`src/rtl/controller.sv`:
```
// Multi-cycle fetch/decode/execute controller for a single-issue core.
// Sequences instruction/data memory handshakes and register-file strobes from a Moore FSM.
module controller #(
    parameter int                  DataSize = 32,
    parameter int                  AddrSize = 5,
    parameter logic [DataSize-1:0] ResetPC  = 32'h0000_0000
) (
    input  logic                clock,
    input  logic                reset,
    input  logic                run,
    output logic                im_req,
    output logic [DataSize-1:0] im_addr,
    input  logic                im_ack,
    input  logic [DataSize-1:0] im_rdata,
    output logic                dm_req,
    output logic                dm_we,
    input  logic                dm_ack,
    output logic [AddrSize-1:0] read_reg_addr1,
    output logic [AddrSize-1:0] read_reg_addr2,
    output logic [AddrSize-1:0] write_address,
    output logic                do_reg_fetch,
    output logic                do_reg_write,
    output logic                enable_reg_write,
    output logic                write_sel,
    input  logic                alu_zero,
    output logic [DataSize-1:0] ir_out,
    output logic [DataSize-1:0] pc_out,
    output logic                halted
);

    localparam logic [5:0] OP_ALU   = 6'h00;
    localparam logic [5:0] OP_ALUI  = 6'h01;
    localparam logic [5:0] OP_LOAD  = 6'h02;
    localparam logic [5:0] OP_STORE = 6'h03;
    localparam logic [5:0] OP_BEQ   = 6'h04;
    localparam logic [5:0] OP_JUMP  = 6'h05;
    localparam logic [5:0] OP_HALT  = 6'h3F;

    typedef enum logic [2:0] {
        S_IDLE, S_IF, S_ID, S_EX, S_MEM, S_WB, S_HLT
    } state_t;

    state_t              state_q, state_d;
    logic [DataSize-1:0] pc_q, pc_d;
    logic [DataSize-1:0] ir_q, ir_d;

    logic [5:0]          opcode;
    logic [DataSize-1:0] imm_sx;
    logic [DataSize-1:0] pc_seq;

    assign opcode = ir_q[31:26];
    assign imm_sx = {{(DataSize-16){ir_q[15]}}, ir_q[15:0]};
    assign pc_seq = pc_q + DataSize'(4);

    // Register-file addresses come straight from the IR in every state.
    assign read_reg_addr1 = ir_q[20:16];
    assign read_reg_addr2 = ir_q[15:11];
    assign write_address  = ir_q[25:21];
    assign ir_out         = ir_q;
    assign pc_out         = pc_q;

    always_ff @(posedge clock) begin
        if (reset) begin
            state_q <= S_IDLE;
            pc_q    <= ResetPC;
            ir_q    <= '0;
        end else begin
            state_q <= state_d;
            pc_q    <= pc_d;
            ir_q    <= ir_d;
        end
    end

    always_comb begin
        state_d          = state_q;
        pc_d             = pc_q;
        ir_d             = ir_q;
        im_req           = 1'b0;
        im_addr          = '0;
        dm_req           = 1'b0;
        dm_we            = 1'b0;
        do_reg_fetch     = 1'b0;
        do_reg_write     = 1'b0;
        enable_reg_write = 1'b0;
        write_sel        = 1'b0;
        halted           = 1'b0;
        unique case (state_q)
            S_IDLE: if (run) state_d = S_IF;
            S_IF: begin
                im_req  = 1'b1;
                im_addr = pc_q;
                if (im_ack) begin
                    ir_d    = im_rdata;
                    state_d = S_ID;
                end
            end
            S_ID: begin
                do_reg_fetch = 1'b1;
                state_d      = S_EX;
            end
            S_EX: begin
                pc_d = pc_seq;
                if (opcode == OP_BEQ && alu_zero)
                    pc_d = pc_seq + (imm_sx << 2);
                else if (opcode == OP_JUMP)
                    pc_d = {pc_q[DataSize-1:28], ir_q[25:0], 2'b00};
                case (opcode)
                    OP_LOAD, OP_STORE: state_d = S_MEM;
                    OP_ALU, OP_ALUI:   state_d = S_WB;
                    OP_HALT:           state_d = S_HLT;
                    default:           state_d = S_IF;
                endcase
            end
            S_MEM: begin
                dm_req = 1'b1;
                dm_we  = (opcode == OP_STORE);
                if (dm_ack) state_d = (opcode == OP_LOAD) ? S_WB : S_IF;
            end
            S_WB: begin
                do_reg_write     = 1'b1;
                enable_reg_write = (ir_q[25:21] != '0);
                write_sel        = (opcode == OP_LOAD);
                state_d          = S_IF;
            end
            S_HLT: halted = 1'b1;
            default: state_d = S_IDLE;
        endcase
    end

endmodule

```
`config.mk`:
```
export PLATFORM = sky130hd
export DESIGN_NAME = controller
export DESIGN_NICKNAME = d
export VERILOG_FILES = /design/src/rtl/controller.sv
export SDC_FILE = /design/constraint.sdc
export NUM_CORES = 1
export LEC_CHECK = 0
export CAP_MARGIN = 20
export CORE_UTILIZATION = 40
export DETAILED_ROUTE_END_ITERATION = 12
export GPL_TIMING_DRIVEN = 0
export PLACE_DENSITY = 0.69
export SKIP_LAST_GASP = 1
export SYNTH_ARGS = -nofsm -noshare
export SYNTH_HDL_FRONTEND = slang
export SYNTH_SLANG_ARGS = --single-unit
```
`constraint.sdc`:
```
create_clock -name clock -period 3.58 [get_ports clock]
set_input_delay 0.716 -clock clock [delete_from_list [all_inputs] [get_ports clock]]
set_output_delay 0.716 -clock clock [all_outputs]
set_load 0.03 [all_outputs]
```
**Word-level counts from Yosys, hierarchy flattened**

Cells that the tools add are included.

- Register bits after elaboration: 67
- Input bits: 38
- Output and inout port bits: 119
- Word-level logic and storage cells: 49

- Add/subtract/negate cells: 2
- Equality and inequality tests: 16
- Mux-type cells: 17
- Bitwise logic cells: 1
- Reductions and logical operators: 9

Operators with widths:

| operator | number |
|---|---|
| 2-to-1 mux 32 bit | 3 |
| adder 32 x 3 -> 32 bit (second input constant) | 1 |
| adder 32 bit | 1 |
| case mux 3 bit (7 select lines) | 1 |
| == test 6 x 2 -> 1 bit (second input constant) | 2 |
| == test 6 x 3 -> 1 bit (second input constant) | 2 |
| 2-to-1 mux 3 bit | 4 |
| == test 3 bit (second input constant) | 3 |
| case mux 3 bit (3 select lines) | 1 |
| 2-to-1 mux 1 bit | 8 |
| != test 2 bit (second input constant) | 4 |
| == test 3 x 2 -> 1 bit (second input constant) | 2 |
| == test 6 x 1 -> 1 bit (second input constant) | 1 |
| == test 6 bit (second input constant) | 1 |
| zero test 6 bit | 1 |
| nonzero test 5 bit | 1 |
| AND reduction 2 bit | 2 |
| AND reduction 4 bit | 1 |
| OR reduction 2 bit | 2 |
| == test 3 x 1 -> 1 bit (second input constant) | 1 |
| zero test 3 bit | 1 |
| logical AND 1 bit | 1 |
| inverter 1 bit | 1 |

**Depth between registers and ports, before layout**

Gate-level depths: netlist of the first run.

- Word-level depth: 4
- Depth in mapped cells: 18
- Depth with buffers taken out: 16

**Least setup slack after synthesis of the first run**

OpenSTA, ideal clock, no wires.

- Path type: flip-flop to flip-flop
- From: register pc_q[4], in the netlist pc_out[4]
- To: register pc_q[28], in the netlist pc_out[28]
- Setup time: 0.096 ns
- Data arrival time: 3.559 ns
- Data required time: 3.484 ns
- Path slack: -0.075 ns
- Stages on the path, launching flop included: 17
- Buffers on the path: 1
- Clock period less this slack: 3.655 ns
- Cell sequence: dfxtp_1 -> nand3_1 -> nor2_1 -> and2_0 -> clkbuf_1 -> nand2_1 -> nor2_1 -> xor2_1 -> ha_1 -> a21oi_1 -> and2_1 -> a221oi_2 -> a2111oi_4 -> nor3_2 -> a2111oi_2 -> a41o_1 -> o41ai_2

- Cells in the longest elaborated chain, start to end: 3
- Elaborated cells between the ends (all ways): 4
- Classes of those cells: add/sub: 2; mux: 2

Ends and longest elaborated chain:

| element | RTL line | text |
|---|---|---|
| start, declared | 44 | `logic [DataSize-1:0] pc_q, pc_d;` |
| start signal, assigned | 65 | `pc_q <= ResetPC;` |
| start signal, assigned | 69 | `pc_q <= pc_d;` |
| adder 32 x 3 -> 32 bit (*) | 53 | `assign pc_seq = pc_q + DataSize'(4);` |
| adder 32 bit or 2-to-1 mux 32 bit (tied branches) | 104, 105 |  |
| 2-to-1 mux 32 bit (*) | 103 | `if (opcode == OP_BEQ && alu_zero)` |

Mark *: on every way between the ends. The rest lies on a longest branch, timed or not. The select of a mux whose other input is x is not followed.
A chain may end at the register's enable or synchronous reset.

**Worst setup path in the final report of the first run**

- From: register pc_q[14], in the netlist pc_out[14]
- To: register pc_q[30], in the netlist pc_out[30]

The elaborated chain is that of the path after synthesis.

==> results.sh, run 1 <==
export IMPL_period_needed_ns=3.486
export IMPL_r2r_setup_slack_ns=0.09
export IMPL_ys_seq_area_share_pct=23.78
export IMPL_syn_inst=738
export IMPL_drtIter0Drc=536
export IMPL_rr_startpoint="pc_out[14]"
export IMPL_slowest_delay_ns=0.38
export IMPL_slew_limit_headroom_pct=48.24
export IMPL_worstHoldPathType="reg -> reg"
export IMPL_fp_dieH_um=119.0
export IMPL_crit_buf_inv=2
export IMPL_dp_cells=1068
export IMPL_finalCritPeriodShare_pct=97.38
export IMPL_drive_above_1_share_pct=17.06
export IMPL_wire_per_inst_um=17.89
export IMPL_final_cell_count_no_fill=1114
export IMPL_post_synth_instance_area_mm2=0.005471
export IMPL_numClockSinks=65
export IMPL_reg2regPathDepth=16
export IMPL_gp_congestion=0.9211
export IMPL_cts_made_buffers=9
export IMPL_layout_nets=1009
export IMPL_grt_pass1_wl_um=30020
export IMPL_switching_share_pct=33.16
export IMPL_totalWireLength_um=19930
export IMPL_yosys_warnings=0
export IMPL_grt_overflow=0
export IMPL_yosys_top_cells_area="dfxtp_1, ha_1, a21oi_1"
export IMPL_die_w_um=119.0
export IMPL_crit_slowest_cell="dfxtp_4"
export IMPL_hold_viol=0
export IMPL_p_clk_share_pct=37.8
export IMPL_via_count=6283
export IMPL_internal_power_mw=1.586
export IMPL_clk_pin_slew_ns=0.05
export IMPL_dieArea_mm2=0.01415
export IMPL_drtPass1Iterations=7
export IMPL_pre_cts_ws_ns=-0.3781
export IMPL_via_per_inst=5.640
export IMPL_cp_required_ns=3.83
export IMPL_final_setup_skew_ns=0.01446
export IMPL_hpwl_um=14240
export IMPL_ant_nets=0
export IMPL_power_leakage_nw=3.342
export IMPL_ctsHoldBuffers=0
export IMPL_track_usage_pct=27.02
export IMPL_clk_latency_ns=0.35
export IMPL_critical_path_class="reg -> reg"
export IMPL_path_cells="and4_4 > nand3_4 > nor3_4 > and3_4 > buf_6 > nand3_2 > xnor2_2 > ha_1 > buf_4 > nand4_1 > nor4_2 > a21oi_2 > o21ai_2 > xnor2_1 > a21oi_1 > o32ai_2"
export IMPL_max_cap_violations=0
export IMPL_nFillCells=1190
export IMPL_path_depth=16
export IMPL_worstPathMaxFanout=9
export IMPL_powerDensity_mw_per_mm2=287.2
export IMPL_switchingPower_mw=0.7867
export IMPL_startpoint_type="register"
export IMPL_yosysUniqueCellTypes=66
export IMPL_cp_endpoint="pc_out[30]"
export IMPL_area_delta_synth_final_pct=50.99
export IMPL_clock_fmax_ghz=0.2868
export IMPL_slew_viol_final=0
export IMPL_crit_path_start="pc_out[14]"
export IMPL_yosys_area_top_type="dfxtp_1"
export IMPL_async_reset_ff_share_pct=0
export IMPL_initial_core_util_pct=41.15
export IMPL_final_common_cell="clkdlybuf4s50_1"
export IMPL_avgSynthCellArea_um2=7.414
export IMPL_outcome="finished, final reports clean"
export IMPL_portBuffers=151
export IMPL_setup_viol_count_final=0
export IMPL_root_buffer="clkbuf_16"
export IMPL_synth_edff_count=0
export IMPL_antenna_found_initial=0
export IMPL_timing_rr_end="pc_out[30]"
export IMPL_path_delay_family="simple AND/OR/NAND/NOR gates"
export IMPL_design_core_area_mm2=0.01330
export IMPL_cts_tree="yes"
export IMPL_ys_flop_type="dfxtp_1"
export IMPL_drc=0
export IMPL_critical_path_arrival_ns=3.74
export IMPL_io_pins=157
export IMPL_clock_tree_buffer_depth=2
export IMPL_ys_ff_latch=65
export IMPL_irDropWorstVdd_v=0.0002194
export IMPL_worst_slew_pin_slew_ns=0.7764
export IMPL_antennaDiodeCount=0
export IMPL_pwr_share_comb_pct=27.3
export IMPL_grt_pass1_vias=5673
export IMPL_final_cell_mix="clkdlybuf4s50_1, nand2_1, a21oi_1"
export IMPL_worst_setup_path_end_kind="register"
export IMPL_rsz0062_at_grt="true"
export IMPL_share_seq_of_total_power_pct=34.9
export IMPL_cts_max_level=3
export IMPL_setup_slack_ns=0.09373
export IMPL_synth_top_cell_area_share_pct=23.78
export IMPL_rows=42
export IMPL_grt_max_degree=26
-- power by group through the flow --
stage,registers (mW),logic (mW),clock network [mW]
2_1_floorplan,0.887,0.304,0
4_1_cts,0.825,0.611,0.906
3_3_place_gp,0.840,0.590,0
6_report,0.827,0.648,0.898
5_1_grt,0.834,0.694,0.930
3_5_place_dp,0.840,0.593,0
-- area by class of cell --
| type | count | area [um^2] | share of cell area [%] |
|---|---|---|---|
| buffer | 60 | 329.1 | 3.983 |
| tap | 176 | 220.2 | 2.665 |
| clock inverter | 5 | 56.30 | 0.6815 |
| clock buffer | 10 | 239.0 | 2.893 |
| inverter | 15 | 60.06 | 0.7269 |
| multi-input combinational | 596 | 4213 | 50.99 |
| sequential | 65 | 1344 | 16.27 |
| timing repair buffer | 187 | 1800 | 21.79 |
-- worst register-to-register path, delay by kind of cell (launching register included) --
family / cells / cell delay [ns]
flops: 1 / 0.38
xor+xnor: 2 / 0.35
compound gates: 4 / 0.67
fa+ha+maj: 1 / 0.30
buf+inv: 2 / 0.29
simple gates: 7 / 1.42
-- flip-flops by register name (all words and copies together) (netlist names) --
name and count:
state_q 3, pc_out 30, ir_out 32
-- worst min path at each step --
| stage | start | to | slack, ns | depth (start not counted) |
|---|---|---|---|---|
| detailed placement | ir_out[20] | ir_out[20] | 0.49 | 2 |
| floorplan | pc_out[6] | pc_out[6] | 0.57 | 2 |
| global placement | ir_out[20] | ir_out[20] | 0.49 | 2 |
| finish | ir_out[20] | ir_out[20] | 0.49 | 2 |
| global route | ir_out[20] | ir_out[20] | 0.52 | 2 |
| CTS | ir_out[20] | ir_out[20] | 0.50 | 2 |
-- per-stage QoR --
| step | hold slack (ns) | cell area, um^2 | util, % | setup TNS [ns] | total power, mW |
|---|---|---|---|---|---|
| final | 0.4925 | 8262 | 62.14 | 0 | 2.373 |
| after global routing | 0.5166 | 8262 | 62.14 | -0.2896 | 2.457 |
| after CTS | 0.4970 | 7742 | 58.23 | -0.1414 | 2.341 |
| after detailed placement | 0.4902 | 7228 | 54.37 | -2.585 | 1.433 |
| after global placement | 0.4867 | 7228 | 54.37 | -2.588 | 1.430 |
| after floorplan | 0.5672 | 5497 | - | 0 | 1.191 |
-- kinds of logic after synthesis --
family	Yosys count	synth area share [%]
compound gates	201	25.43
xor+xnor	51	8.164
fa+ha+maj	37	8.598
buf+inv	80	6.906
flops	65	23.78
mux	2	0.3887
other cells	1	0.06854
simple gates	301	26.66
-- cells in the mapped netlist, drive strengths merged, types with 2 or more instances --
cell,instances
nand4,13
nand2b,5
o21a,2
a211oi,6
or3,3
a21oi,89
o21bai,6
nand3b,3
a22oi,3
and2,35
dfxtp,65
a221oi,7
o21ai,22
nor3b,3
buf,25
nand2,106
nor2,53
xnor2,33
nor4,11
nor2b,5
a21o,21
inv,14
and3,8
xor2,18
and4,5
ha,36
a221o,19
a31oi,5
a2111oi,3
nand3,23
clkbuf,40
a41oi,2
nor3,26
o221ai,2
-- routing by layer --
metal,up-vias,wire [um],GRT usage (%),share of wire (%)
li1,3025,-,-,-
met1,2936,8445,35.65,42
met2,288,9354,43.24,47
met3,34,1723,5.939,8.6
met4,0,402,9.573,2.0
met5,-,0,0,0
-- repair_timing --
item	4_1_cts	5_1_grt
resized for setup	30	80
pin swaps	9	30
buffers inserted	14	22
endpoints found under the setup margin	33	36
Note: power is estimated with default switching activity, not from simulation.
==> run 2: changes to the inputs <==
--- a/config.mk
+++ b/config.mk
@@ -5,7 +5,6 @@
 export SDC_FILE = /design/constraint.sdc
 export NUM_CORES = 1
 export LEC_CHECK = 0
-export CAP_MARGIN = 20
 export CORE_UTILIZATION = 40
 export DETAILED_ROUTE_END_ITERATION = 12
 export GPL_TIMING_DRIVEN = 0
==> constraint.sdc (replaced) <==
create_clock -name clock -period 3 [get_ports clock]
set_input_delay 0.6 -clock clock [delete_from_list [all_inputs] [get_ports clock]]
set_output_delay 0.6 -clock clock [all_outputs]
set_load 0.03 [all_outputs]
==> results.sh, run 2 (synthesis results as in run 1) <==
export IMPL_final_setup_skew_ns=0.009268
export IMPL_cts_tree="yes"
export IMPL_path_cells="nand3_4 > nor3_4 > buf_6 > and4_1 > buf_6 > xor2_4 > ha_4 > a21o_1 > o21bai_1 > a21o_1 > a21oi_2 > o21bai_2 > buf_4 > nand3_1 > o21ai_1 > o41ai_2"
export IMPL_setup_viol_count_final=18
export IMPL_tns_ns=-4.888
export IMPL_p_total_mw=2.915
export IMPL_hold_viol=0
export IMPL_crit_buf_inv=3
export IMPL_clock_tree_buffer_depth=2
export IMPL_outcome="finished with violations"
export IMPL_root_buffer="clkbuf_16"
export IMPL_cp_required_ns=3.25
export IMPL_dieArea_mm2=0.01415
export IMPL_final_cell_mix="clkdlybuf4s50_1, nand2_1, buf_4"
export IMPL_rsz0062_at_grt="true"
export IMPL_crit_slowest_cell="dfxtp_1"
export IMPL_clock_fmax_ghz=0.2911
export IMPL_routed_top_layer="met4"
export IMPL_utilization_pct=68.35
export IMPL_grt_pass1_vias=6228
export IMPL_fp_dieH_um=119.0
export IMPL_antennaDiodeCount=0
export IMPL_numClockSinks=65
export IMPL_final_common_cell="clkdlybuf4s50_1"
export IMPL_period_needed_ns=3.436
export IMPL_antenna_found_initial=0
export IMPL_grt_pass1_wl_um=32980
export IMPL_io_pins=157
export IMPL_hpwl_um=14300
export IMPL_rows=42
export IMPL_worstHoldPathType="reg -> reg"
export IMPL_hp_start="ir_out[5]"
export IMPL_final_cell_count_no_fill=1165
export IMPL_slowest_delay_ns=0.57
export IMPL_path_depth=16
export IMPL_reg2regPathDepth=16
export IMPL_ctsHoldBuffers=0
export IMPL_clk_latency_ns=0.35
export IMPL_hold_end="ir_out[5]"
export IMPL_initial_core_util_pct=41.15
export IMPL_clk_pin_slew_ns=0.07
export IMPL_setup_slack_ns=-0.4357
export IMPL_gp_congestion=0.9287
export IMPL_r2r_setup_slack_ns=-0.44
export IMPL_drc=0
export IMPL_rr_startpoint="pc_out[17]"
export IMPL_timing_rr_end="pc_out[28]"
export IMPL_design_core_area_mm2=0.01330
export IMPL_portBuffers=151
export IMPL_path_delay_family="compound AO/OA/AOI/OAI gates"
export IMPL_failed_checks="negative setup slack"
export IMPL_area_delta_synth_final_pct=66.09
export IMPL_largest_reg_flops=32
export IMPL_totalWireLength_um=22490
export IMPL_wire_per_inst_um=19.30
export IMPL_track_usage_pct=29.76
export IMPL_grt_overflow=0
export IMPL_cts_made_buffers=9
export IMPL_worstPathMaxFanout=5
export IMPL_critical_path_arrival_ns=3.68
export IMPL_power_leakage_nw=3.967
export IMPL_slew_viol_final=0
export IMPL_irDropWorstVdd_v=0.0002321
export IMPL_hold_depth=2
export IMPL_drive_above_1_share_pct=28.41
export IMPL_cts_max_level=3
export IMPL_powerDensity_mw_per_mm2=320.7
export IMPL_met3_length_um=2026
export IMPL_max_cap_violations=0
export IMPL_slew_limit_headroom_pct=47.98
export IMPL_critical_path_class="reg -> reg"
export IMPL_startpoint_type="register"
export IMPL_drtIter0Drc=543
export IMPL_dp_cells=1068
export IMPL_via_per_inst=5.735
export IMPL_ant_nets=0
export IMPL_layout_nets=1059
export IMPL_grt_max_degree=26
export IMPL_drtPass1Iterations=5
export IMPL_wl_met1_um=9020
export IMPL_worst_slew_pin_slew_ns=0.7803
export IMPL_worst_setup_path_end_kind="register"
export IMPL_die_w_um=119.0
export IMPL_dr_wl_met2_um=10650
export IMPL_finalCritPeriodShare_pct=114.5
export IMPL_via_count=6681
[run 2: cell types whose count changed in the layout (fill, tap and decap cells not counted), sizes merged]
cell | previous run | this run
buf | 62 | 109
dlymetal6s2s | 1 | 9
inv | 14 | 15
clkinvlp | 2 | 3
dlygate4sd2 | 0 | 9
clkbuf | 44 | 55
clkdlybuf4s50 | 150 | 124
[run 2: repair_timing]
action | 4_1_cts | 5_1_grt
setup buffers | 68 | 20
gates cloned | 0 | 0
gates resized for setup | 117 | 96
endpoints found under the setup margin | 46 | 41
hold endpoints to repair | 0 | 0
pin swaps | 80 | 74
[run 2: worst reg2reg max path: stages (launching register included)]
cell and delay, ns:
dfxtp_1 0.57, nand3_4 0.17, nor3_4 0.24, buf_6 0.15, and4_1 0.22, buf_6 0.15, xor2_4 0.21, ha_4 0.23
a21o_1 0.16, o21bai_1 0.18, a21o_1 0.20, a21oi_2 0.17, o21bai_2 0.09, buf_4 0.14, nand3_1 0.08, o21ai_1 0.09
o41ai_2 0.28
[run 2: through the flow]
step	setup WS (ns)	cell area, um^2	hold WS (ns)
after floorplan	-0.3182	5640	0.5535
after global placement	-0.7142	7372	0.4871
after detailed placement	-0.7147	7372	0.4932
after CTS	-0.3638	8638	0.5034
after global routing	-0.5793	9087	0.5245
final	-0.4357	9087	0.5045
[run 2: how the worst max path moves through the flow]
stage,to,start
2_1_floorplan,pc_out[29],pc_out[8]
3_3_place_gp,pc_out[29],pc_out[8]
3_5_place_dp,pc_out[29],pc_out[8]
4_1_cts,pc_out[29],pc_out[10]
5_1_grt,pc_out[28],pc_out[17]
6_report,pc_out[28],pc_out[17]
[run 2: cell type report]
class                   instances  area, um^2
multi-input cells             596        4634
fillers                      1049        4208
repair buffers                237        2185
flip-flops and latches         65        1355
plain buffers                  60       340.3
clock buffers                   9       225.2
well taps                     176       220.2
clock inverters                 7       70.07
inverters                      15       57.56
[run 2: routing by layer]
metal	global-route usage [%]	up-vias
met5	0	-
met4	11.08	0
met3	7.280	74
met2	47.66	357
met1	38.55	3139
li1	-	3111
[run 2: power by group]
group	leakage, nW	total [mW]	switching (mW)	internal (mW)
sequential	0.539	0.983	0.0808	0.902
combinational	3.29	0.849	0.482	0.367
clock	0.135	1.08	0.441	0.642
==> run 3: changes to the inputs <==
--- a/config.mk
+++ b/config.mk
@@ -5,6 +5,8 @@
 export SDC_FILE = /design/constraint.sdc
 export NUM_CORES = 1
 export LEC_CHECK = 0
+export CAP_MARGIN = 15
+export CORE_MARGIN = 2
 export CORE_UTILIZATION = 40
 export DETAILED_ROUTE_END_ITERATION = 12
 export GPL_TIMING_DRIVEN = 0
==> results.sh, run 3 (synthesis results as in run 1) <==
export IMPL_outcome="finished with violations"
export IMPL_failed_checks="negative setup slack"
export IMPL_design_core_area_mm2=0.01330
export IMPL_antennaDiodeCount=0
export IMPL_fp_dieH_um=121.0
export IMPL_startpoint_type="register"
export IMPL_hpwl_um=14540
export IMPL_via_count=6698
export IMPL_final_common_cell="clkdlybuf4s50_1"
export IMPL_portBuffers=151
export IMPL_clock_fmax_ghz=0.2870
export IMPL_powerDensity_mw_per_mm2=322.0
export IMPL_slew_limit_headroom_pct=46.31
export IMPL_cts_made_buffers=9
export IMPL_irDropWorstVdd_v=0.0002343
export IMPL_gp_congestion=0.9316
export IMPL_rsz0062_at_grt="true"
export IMPL_grt_pass1_wl_um=33330
export IMPL_power_leakage_nw=3.915
export IMPL_drive_above_1_share_pct=27.16
export IMPL_cts_tree="yes"
export IMPL_drc=0
export IMPL_setup_slack_ns=-0.4838
export IMPL_setup_viol_count_final=16
export IMPL_final_setup_skew_ns=0.01563
export IMPL_initial_core_util_pct=41.15
export IMPL_drtPass1Iterations=5
export IMPL_final_cell_mix="clkdlybuf4s50_1, nand2_1, buf_4"
export IMPL_via_per_inst=5.779
export IMPL_clk_latency_ns=0.35
export IMPL_worstHoldPathType="reg -> reg"
export IMPL_utilization_pct=67.67
export IMPL_numClockSinks=65
export IMPL_drtIter0Drc=514
export IMPL_clk_pin_slew_ns=0.07
export IMPL_track_usage_pct=29.08
export IMPL_period_needed_ns=3.484
export IMPL_critical_path_arrival_ns=3.73
export IMPL_die_w_um=121.0
export IMPL_slew_viol_final=0
export IMPL_largest_reg_flops=32
export IMPL_wire_per_inst_um=19.76
export IMPL_worst_slew_pin_slew_ns=0.8054
export IMPL_grt_max_degree=26
export IMPL_grt_overflow=0
export IMPL_worst_setup_path_end_kind="register"
export IMPL_cts_max_level=3
export IMPL_area_delta_synth_final_pct=64.44
export IMPL_dieArea_mm2=0.01463
export IMPL_root_buffer="clkbuf_16"
export IMPL_antenna_found_initial=0
export IMPL_ctsHoldBuffers=0
export IMPL_hold_viol=0
export IMPL_finalCritPeriodShare_pct=116.1
export IMPL_critical_path_class="reg -> reg"
export IMPL_grt_pass1_vias=6287
export IMPL_cp_required_ns=3.25
export IMPL_clock_tree_buffer_depth=2
export IMPL_worstPathMaxFanout=5
export IMPL_layout_nets=1053
export IMPL_p_total_mw=2.897
export IMPL_ant_nets=0
export IMPL_rows=42
export IMPL_io_pins=157
export IMPL_totalWireLength_um=22900
export IMPL_max_cap_violations=0
## run 3: changes by cell type in the layout (fill, tap and decap cells not counted), sizes merged
cell | before | now
clkdlybuf4s15 | 0 | 9
dlymetal6s2s | 9 | 8
clkinvlp | 3 | 0
dlygate4sd2 | 9 | 1
clkinv | 3 | 4
buf | 109 | 106
inv | 15 | 14
## run 3: worst paths after layout
check | cells past startpoint | endpoint | slack [ns] | start
min | 2 | ir_out[0] | 0.51 | ir_out[0]
max reg2reg | 15 | pc_out[26] | -0.48 | pc_out[19]
max | 15 | pc_out[26] | -0.48 | pc_out[19]
min reg2reg | 2 | ir_out[0] | 0.51 | ir_out[0]
## run 3: power breakdown
part	total, mW	internal (mW)	switching (mW)
sequential	0.982	0.902	0.0800
clock	1.07	0.641	0.426
combinational	0.848	0.365	0.483
total	2.90	1.91	0.989
## run 3: final cells by class
| class | instances | area, um^2 |
|---|---|---|
| clock inverters | 4 | 45.04 |
| repair buffers | 232 | 2131 |
| inverters | 15 | 57.56 |
| flip-flops and latches | 65 | 1355 |
| fillers | 1053 | 4298 |
| well taps | 176 | 220.2 |
| plain buffers | 59 | 337.8 |
| clock buffers | 12 | 236.5 |
| multi-input cells | 596 | 4614 |
## run 3: repair_timing
item / 4_1_cts / 5_1_grt
buffers inserted: 58 / 24
resized for setup: 98 / 114
pin swaps: 54 / 61
endpoints found under the setup margin: 46 / 50
## run 3: routing by layer
layer | track usage (%) | share of wire [%]
met5 | 0 | 0
met4 | 10.39 | 3.0
met3 | 7.049 | 8.4
met2 | 46.35 | 48
met1 | 38.19 | 41
## run 3: critical path: stages, from the launching register on
cell and delay [ns]:
dfxtp_1 0.48, nand2_1 0.20, nor3_4 0.31, and4_1 0.26
buf_6 0.16, xor2_4 0.25, ha_4 0.26, a21o_1 0.21
a21o_1 0.18, a21oi_2 0.13, o21ai_1 0.10, a21oi_2 0.16
buf_4 0.17, xnor2_4 0.13, nand2_2 0.08, a311oi_2 0.29
## run 3: stage by stage
stage	setup WS (ns)	cell area (um^2)	instances	setup TNS (ns)	hold WS (ns)
6_report	-0.4838	8997	1159	-4.652	0.5132
4_1_cts	-0.2955	8414	1137	-2.957	0.5022
2_1_floorplan	-0.3182	5640	741	-1.429	0.5535
3_3_place_gp	-0.6950	7372	1068	-14.16	0.4930
3_5_place_dp	-0.7064	7372	1068	-15.48	0.4965
5_1_grt	-0.5911	8997	1159	-6.768	0.5314
